## src/rtl/bcd_display_scanner_if.sv

```systemverilog
// Bundle between a BCD counter, the display scanner and the 3-digit LED display.
// master: counter/display side; slave: the scanner itself.
interface bcd_display_scanner_if;
  logic [3:0] ones;
  logic [3:0] tens;
  logic [3:0] hundred;
  logic       done;
  logic       clr_ovf;
  logic [2:0] an;
  logic [6:0] seg;
  logic       dp;
  logic       ovf;

  modport master (
    output ones, tens, hundred, done, clr_ovf,
    input  an, seg, dp, ovf
  );

  modport slave (
    input  ones, tens, hundred, done, clr_ovf,
    output an, seg, dp, ovf
  );
endinterface

```

## src/rtl/bcd_display_scanner.sv

```systemverilog
// Time-multiplexed 3-digit 7-segment scanner with frame-coherent capture and sticky overflow.
// Optional leading-zero blanking is enabled by defining LEADING_ZERO_BLANK_EN.
module bcd_display_scanner #(
  parameter int unsigned REFRESH_DIV = 1000
) (
  input logic                   clk,
  input logic                   reset,
  bcd_display_scanner_if.slave  bus
);

  localparam int unsigned PW = (REFRESH_DIV > 1) ? $clog2(REFRESH_DIV) : 1;
  localparam logic [PW-1:0] LAST = PW'(REFRESH_DIV - 1);

  localparam logic [1:0] DIG0 = 2'd0;
  localparam logic [1:0] DIG1 = 2'd1;
  localparam logic [1:0] DIG2 = 2'd2;

`ifdef LEADING_ZERO_BLANK_EN
  localparam logic LZB = 1'b1;
`else
  localparam logic LZB = 1'b0;
`endif

  logic [PW-1:0] r_presc;
  logic [1:0]    r_idx;
  logic [3:0]    r_sh_tens;
  logic [3:0]    r_sh_hund;
  logic [2:0]    r_an;
  logic [6:0]    r_seg;
  logic          r_dp;
  logic          r_ovf;

  logic          w_tick;
  logic          w_frame;
  logic          w_blank;
  logic [1:0]    w_nxt_idx;
  logic [2:0]    w_nxt_an;
  logic [6:0]    w_nxt_seg;
  logic          w_nxt_dp;

  function automatic logic [6:0] f_seg(input logic [3:0] d);
    case (d)
      4'd0:    f_seg = 7'h40;
      4'd1:    f_seg = 7'h79;
      4'd2:    f_seg = 7'h24;
      4'd3:    f_seg = 7'h30;
      4'd4:    f_seg = 7'h19;
      4'd5:    f_seg = 7'h12;
      4'd6:    f_seg = 7'h02;
      4'd7:    f_seg = 7'h78;
      4'd8:    f_seg = 7'h00;
      4'd9:    f_seg = 7'h10;
      default: f_seg = 7'h3F;
    endcase
  endfunction

  assign w_tick  = (r_presc == LAST);
  assign w_frame = (r_idx == DIG2);

  // Entering DIG0 decodes the live ones input, which is what the shadows capture on that same edge.
  always_comb begin
    w_blank   = 1'b0;
    w_nxt_idx = DIG0;
    w_nxt_an  = 3'b110;
    w_nxt_seg = f_seg(bus.ones);
    w_nxt_dp  = ~r_ovf;
    case (r_idx)
      DIG0: begin
        w_nxt_idx = DIG1;
        w_nxt_an  = 3'b101;
        w_nxt_seg = f_seg(r_sh_tens);
        w_nxt_dp  = 1'b1;
        w_blank   = LZB && (r_sh_hund == 4'd0) && (r_sh_tens == 4'd0);
      end
      DIG1: begin
        w_nxt_idx = DIG2;
        w_nxt_an  = 3'b011;
        w_nxt_seg = f_seg(r_sh_hund);
        w_nxt_dp  = 1'b1;
        w_blank   = LZB && (r_sh_hund == 4'd0);
      end
      default: ;
    endcase
    if (w_blank) begin
      w_nxt_an  = '1;
      w_nxt_seg = '1;
      w_nxt_dp  = 1'b1;
    end
  end

  always_ff @(posedge clk or posedge reset) begin
    if (reset) begin
      r_presc   <= '0;
      r_idx     <= DIG2;
      r_sh_tens <= '0;
      r_sh_hund <= '0;
      r_an      <= '1;
      r_seg     <= '1;
      r_dp      <= 1'b1;
    end else begin
      r_presc <= w_tick ? '0 : r_presc + 1'b1;
      if (w_tick) begin
        r_idx <= w_nxt_idx;
        r_an  <= w_nxt_an;
        r_seg <= w_nxt_seg;
        r_dp  <= w_nxt_dp;
        if (w_frame) begin
          r_sh_tens <= bus.tens;
          r_sh_hund <= bus.hundred;
        end
      end
    end
  end

  // Set has priority over clear.
  always_ff @(posedge clk or posedge reset) begin
    if (reset) begin
      r_ovf <= 1'b0;
    end else if (bus.done) begin
      r_ovf <= 1'b1;
    end else if (bus.clr_ovf) begin
      r_ovf <= 1'b0;
    end
  end

  assign bus.an  = r_an;
  assign bus.seg = r_seg;
  assign bus.dp  = r_dp;
  assign bus.ovf = r_ovf;

endmodule

```

## src/flat_wrapper.sv

```systemverilog
// flat-port wrapper written by rule: the top's interface ports become plain ports
module bcd_display_scanner_flat 
#(
  parameter int unsigned REFRESH_DIV = 1000
)
  (clk, reset, bus_ones, bus_tens, bus_hundred, bus_done, bus_clr_ovf, bus_an, bus_seg, bus_dp, bus_ovf);
  bcd_display_scanner_if bus_i ();
  input logic clk;
  input logic reset;
  input wire logic [$bits(bus_i.ones)-1:0] bus_ones;
  input wire logic [$bits(bus_i.tens)-1:0] bus_tens;
  input wire logic [$bits(bus_i.hundred)-1:0] bus_hundred;
  input wire logic [$bits(bus_i.done)-1:0] bus_done;
  input wire logic [$bits(bus_i.clr_ovf)-1:0] bus_clr_ovf;
  output wire logic [$bits(bus_i.an)-1:0] bus_an;
  output wire logic [$bits(bus_i.seg)-1:0] bus_seg;
  output wire logic [$bits(bus_i.dp)-1:0] bus_dp;
  output wire logic [$bits(bus_i.ovf)-1:0] bus_ovf;
  assign bus_i.ones = bus_ones;
  assign bus_i.tens = bus_tens;
  assign bus_i.hundred = bus_hundred;
  assign bus_i.done = bus_done;
  assign bus_i.clr_ovf = bus_clr_ovf;
  assign bus_an = bus_i.an;
  assign bus_seg = bus_i.seg;
  assign bus_dp = bus_i.dp;
  assign bus_ovf = bus_i.ovf;
  bcd_display_scanner #(.REFRESH_DIV(REFRESH_DIV)) u_core (.clk(clk), .reset(reset), .bus(bus_i));
endmodule
```

## config.mk

```make
export PLATFORM = sky130hd
export DESIGN_NAME = bcd_display_scanner_flat
export DESIGN_NICKNAME = d
export VERILOG_FILES = /design/src/rtl/bcd_display_scanner_if.sv /design/src/rtl/bcd_display_scanner.sv /design/src/flat_wrapper.sv
export SDC_FILE = /design/constraint.sdc
export NUM_CORES = 1
export LEC_CHECK = 0
export CORE_UTILIZATION = 37
export CTS_CLUSTER_DIAMETER = 40
export DETAILED_ROUTE_END_ITERATION = 10
export PLACE_DENSITY = 0.69
export SLEW_MARGIN = 20
export SYNTH_ARGS = -nofsm -noshare
export SYNTH_HDL_FRONTEND = slang
export SYNTH_SLANG_ARGS = --single-unit
export TNS_END_PERCENT = 100
```

## constraint.sdc

```tcl
create_clock -name clk -period 1.55 [get_ports clk]
set_input_delay 0.31 -clock clk [delete_from_list [all_inputs] [get_ports clk]]
set_output_delay 0.31 -clock clk [all_outputs]
set_load 0.02 [all_outputs]
```

== Word level (Yosys, flattened, before mapping) ==
Memory sizes are Yosys's and may differ from the RTL's.
Index checks and enable logic that the tools add are counted.
Storage, ports and cells
  register bits after elaboration: 32
  memory bits (read-only): 336
  input port bits: 16
  output and inout port bits: 12
  word-level logic and storage cells: 27
  memories kept: 3
Memory list
  (no name shown): words 16, width 7, rd ports 1, clocked after memory_dff 0, wr ports 0, RTL line bcd_display_scanner.sv:42  | case (d)
  (no name shown): words 16, width 7, rd ports 1, clocked after memory_dff 0, wr ports 0, RTL line bcd_display_scanner.sv:42
  (no name shown): words 16, width 7, rd ports 1, clocked after memory_dff 0, wr ports 0, RTL line bcd_display_scanner.sv:42
Cells by class
  $add $sub $neg: 1
  equal/unequal tests: 3
  multiplexer cells: 7
  bitwise logic cells: 1
  reduce and logical (&&, ||, !) cells: 4
Operator list (count)
  $pmux W7 S2: 1
  $add A10 B1 Y10 const B: 1
  $eq A10 B10 Y1 const B: 1
  $mux W10: 1
  $pmux W3 S2: 1
  $pmux W2 S2: 1
  $mux W1: 3
  $eq A2 B1 Y1 const B: 1
  $eq A2 B2 Y1 const B: 1
  $logic_not A2 Y1: 1
  $reduce_and A2 Y1: 1
  $reduce_bool A2 Y1: 1
  $reduce_or A2 Y1: 1
  $not A1 Y1: 1

== Depth between registers and ports, before layout ==
  depth after elaboration: 3
  depth in mapped cells: 7

== Worst setup path after synthesis ==
No wires, ideal clock.
  kind: register to register
  start point: register u_core.r_idx[1]
  end point: register u_core.r_sh_hund[0]
  library setup time: 0.125 ns
  arrival time: 1.607 ns
  data required time: 1.425 ns
  setup slack: -0.182 ns
  cell stages (with the launch flop): 5
  path buffers: 1
  clock period less this slack: 1.732 ns
  path through: dfstp_2 clkbuf_1 inv_1 nor3b_4 mux2_2
On the way
  word-level cells in the longest chain between the ends: 2
RTL lines
  from (decl): RTL line bcd_display_scanner.sv:25  | logic [1:0] r_idx;
  from (signal assigned): RTL line bcd_display_scanner.sv:103  | r_idx <= w_nxt_idx;
  $eq A2 B2 Y1: RTL line bcd_display_scanner.sv:58  | assign w_frame = (r_idx == DIG2);
  $reduce_and A2 Y1 (no source line)
  to (signal assigned): RTL line bcd_display_scanner.sv:109  | r_sh_hund <= bus.hundred;
  to (decl): RTL line bcd_display_scanner.sv:27  | logic [3:0] r_sh_hund;
Every way passes these cells.
A chain may end at the register's enable or synchronous reset.

== Worst setup path in the final report ==
  start point: register u_core.r_presc[1]
  end point: register u_core.r_sh_hund[2]
On the way
  word-level cells in the longest chain between the ends: 2
RTL lines
  from (decl): RTL line bcd_display_scanner.sv:24  | logic [PW-1:0] r_presc;
  from (signal assigned): RTL line bcd_display_scanner.sv:101  | r_presc <= w_tick ? '0 : r_presc + 1'b1;
  $eq A10 B10 Y1: RTL line bcd_display_scanner.sv:57  | assign w_tick = (r_presc == LAST);
  $reduce_and A2 Y1 (no source line)
Every way passes these cells.

==> results.ini <==
[setup_path]
rr_startpoint=u_core.r_presc[1]
start_kind=flip-flop
end_kind=flip-flop
rr_worst_depth=6
path_class=reg2reg
cp.required_ns=1.72
r2r_end=u_core.r_sh_hund[2]
cp_max_fo=8
ff2ff_setup_slack_ns=-0.13
critPathArrivalTime_ns=1.84

[detailed_routing]
drt-initial-drc-count=141
route.met3.wl_um=312
drt-met1-wl_mm=2.08
met2RoutedLength_mm=2.03
antenna_left=0
drc=0
routed.top_layer=met4
drt-total-wl_mm=4.51
drtPass1Iterations=5
via_per_inst=5.01
routedWlPerCell_um=13.1
num_vias=1718

[place]
io_buffer_count=27
placed_cell_area_mm2=0.00261
post-place-cells=331
gp_congestion=0.869
pre_cts_ws_ns=-0.347
dpl.hpwl_mm=3.33

[layout]
final_layout_size_suffix_gt1_share_pct=33.7
finalNonFillerCells=343
syn_to_final_growth_pct=41.4
postLayoutCoreUtil_pct=54.9
nets=306
final_cell_area_mm2=0.00282
diodes=0

[hold_path]
hp-class=in2async

[floorplanning]
start_util_pct=38.9
dieArea_mm2=0.00569
rows=26
io_pins=28
coreArea_mm2=0.00514
die_w_um=75.5
die_y_um=75.5

[flow_run]
drv_cap=0

[synthesis]
syn-num-nets=244
netlist_area_mm2=0.00200
ys_top_cells_by_count=dfrtp_1 (20), ha_1 (18), nor2_1 (18)
synth_top_area_share_pct=25.1
ys_seq_elements=32
async_flop_share_pct=100
syn_area_per_cell_um2=9.51
synth_area_leader_cell=dfrtp_1
synthDistinctLibCells=40
synth.area.top_cells=dfrtp_1 (25%), dfstp_2 (16%), ha_1 (11%)
ys_warn_count=0
syn_inst=210
ys.flop_type=dfrtp_1
ys_seq_area_share_pct=40.9
synth_enable_flop_cells=0
yosysMostFrequentCell=dfrtp_1

[clock_network]
insertion_delay_ns=0.28
cts_tree=done
root_buffer=clkbuf_8
clock-sinks=32
path_clk_slew_ns=0.07
cts-buffers-inserted=5
htree_levels=2
cts_hold_buf=0
clockBufferDepth=2

[sta]
rsz0062_at_grt=yes
hold_viol=0
tns_ns=-1.10
timing.fmax_ghz=0.597
worst_pin_slew_ns=0.329
finalMaxSlewViolations=0
fin_crit_ns=1.68
fin_ws_ns=-0.125
finalSetupViolations=12
hold_ws_ns=0.352
maxSlewHeadroom_pct=78.0
finalCritPeriodShare_pct=108
clock_skew_ns=0.00625

[power_and_ir_drop]
p_total_mw=1.57
p_per_area_mw_per_mm2=554
leakagePower_nw=1.26
irDropWorstVdd_v=0.000481

[global_routing]
grt_pass1_wl_mm=7.48
grt_max_degree=33
grt_antenna_before_repair=0
first_global_vias=1650
grt_overflow_total=0
grtUsageTotal_pct=17.7

[outcome]
violations=negative setup slack
status=finished, violations left

where the power goes:
part	total (mW)	switching (mW)	internal, mW
registers	0.840	0.00130	0.839
logic	0.108	0.0484	0.0594
clock network	0.618	0.303	0.315
layout by cell type, fill, tap and decap left out, types with 3 or more instances in the layout:
master and count:
clkdlybuf4s50_1 15, buf_4 35, nand2b_1 9, inv_1 10, clkbuf_8 5, a21oi_1 10
a21oi_2 5, ha_1 16, o21ai_0 9, dfrtp_1 20, nor2b_1 6, a21o_1 6
mux2_4 8, dfstp_2 12, nand3_1 4, xor2_1 3, inv_2 3, dlygate4sd2_1 12
nor2_1 17, nand2_1 14, o21ai_1 4
cell families (layout without fill, tap and decap cells):
kind of cell    count (synthesis)  after routing  synth area share (%)
simple gates                   71             71                  19.2
buf+inv                        22             85                  4.26
fa+ha+maj                      18             18                  11.3
flops                          32             32                  40.9
xor+xnor                        5              5                  2.19
compound gates                 53             53                  17.1
mux                             9              9                  5.08
worst max path at each step:
stage | start | end | slack [ns] | depth (start not counted)
after floorplan | u_core.r_presc[4] | u_core.r_sh_hund[0] | -0.13 | 4
after global placement | bus_ones[1] | u_core.bus.seg[4] | -0.29 | 7
after detailed placement | bus_ones[1] | u_core.bus.seg[4] | -0.35 | 7
after CTS | u_core.r_presc[4] | u_core.r_sh_tens[0] | -0.12 | 5
after global routing | u_core.r_presc[1] | u_core.r_sh_tens[0] | -0.23 | 6
final | u_core.r_presc[1] | u_core.r_sh_hund[2] | -0.13 | 6
registers in the layout, summed over array words and instances (netlist names):
register / flops
u_core.bus.seg: 7
u_core.bus.an: 3
u_core.bus.ovf: 1
u_core.r_presc: 10
u_core.bus.dp: 1
u_core.r_idx: 2
u_core.r_sh_tens: 4
u_core.r_sh_hund: 4
critical path: stages (launching register included):
cell,delay (ns)
dfrtp_1,0.35
ha_2,0.19
nand2_2,0.07
nor4_4,0.23
nor3b_4,0.26
buf_12,0.17
mux2_4,0.30
per-layer routing:
metal | track usage (%) | vias up
li1 | - | 856
met1 | 23.2 | 800
met2 | 27.8 | 54
met3 | 6.08 | 8
met4 | 5.56 | 0
met5 | 0 | -
repair_timing:
| item | CTS | global route |
|---|---|---|
| gates cloned | 0 | 0 |
| setup buffers | 4 | 2 |
| pin swaps | 3 | 10 |
| endpoints found under the setup margin | 30 | 19 |
| resized for setup | 21 | 24 |
cell type report:
cell class,count,area (µm²)
Clock inverter,1,5.00
Sequential cell,32,816
Timing Repair Buffer,64,558
Tap cell,70,87.6
Inverter,13,48.8
Fill cell,482,2320
Clock buffer,7,76.3
Multi-Input combinational cell,156,1230
Power figures use the tool's default switching activity.
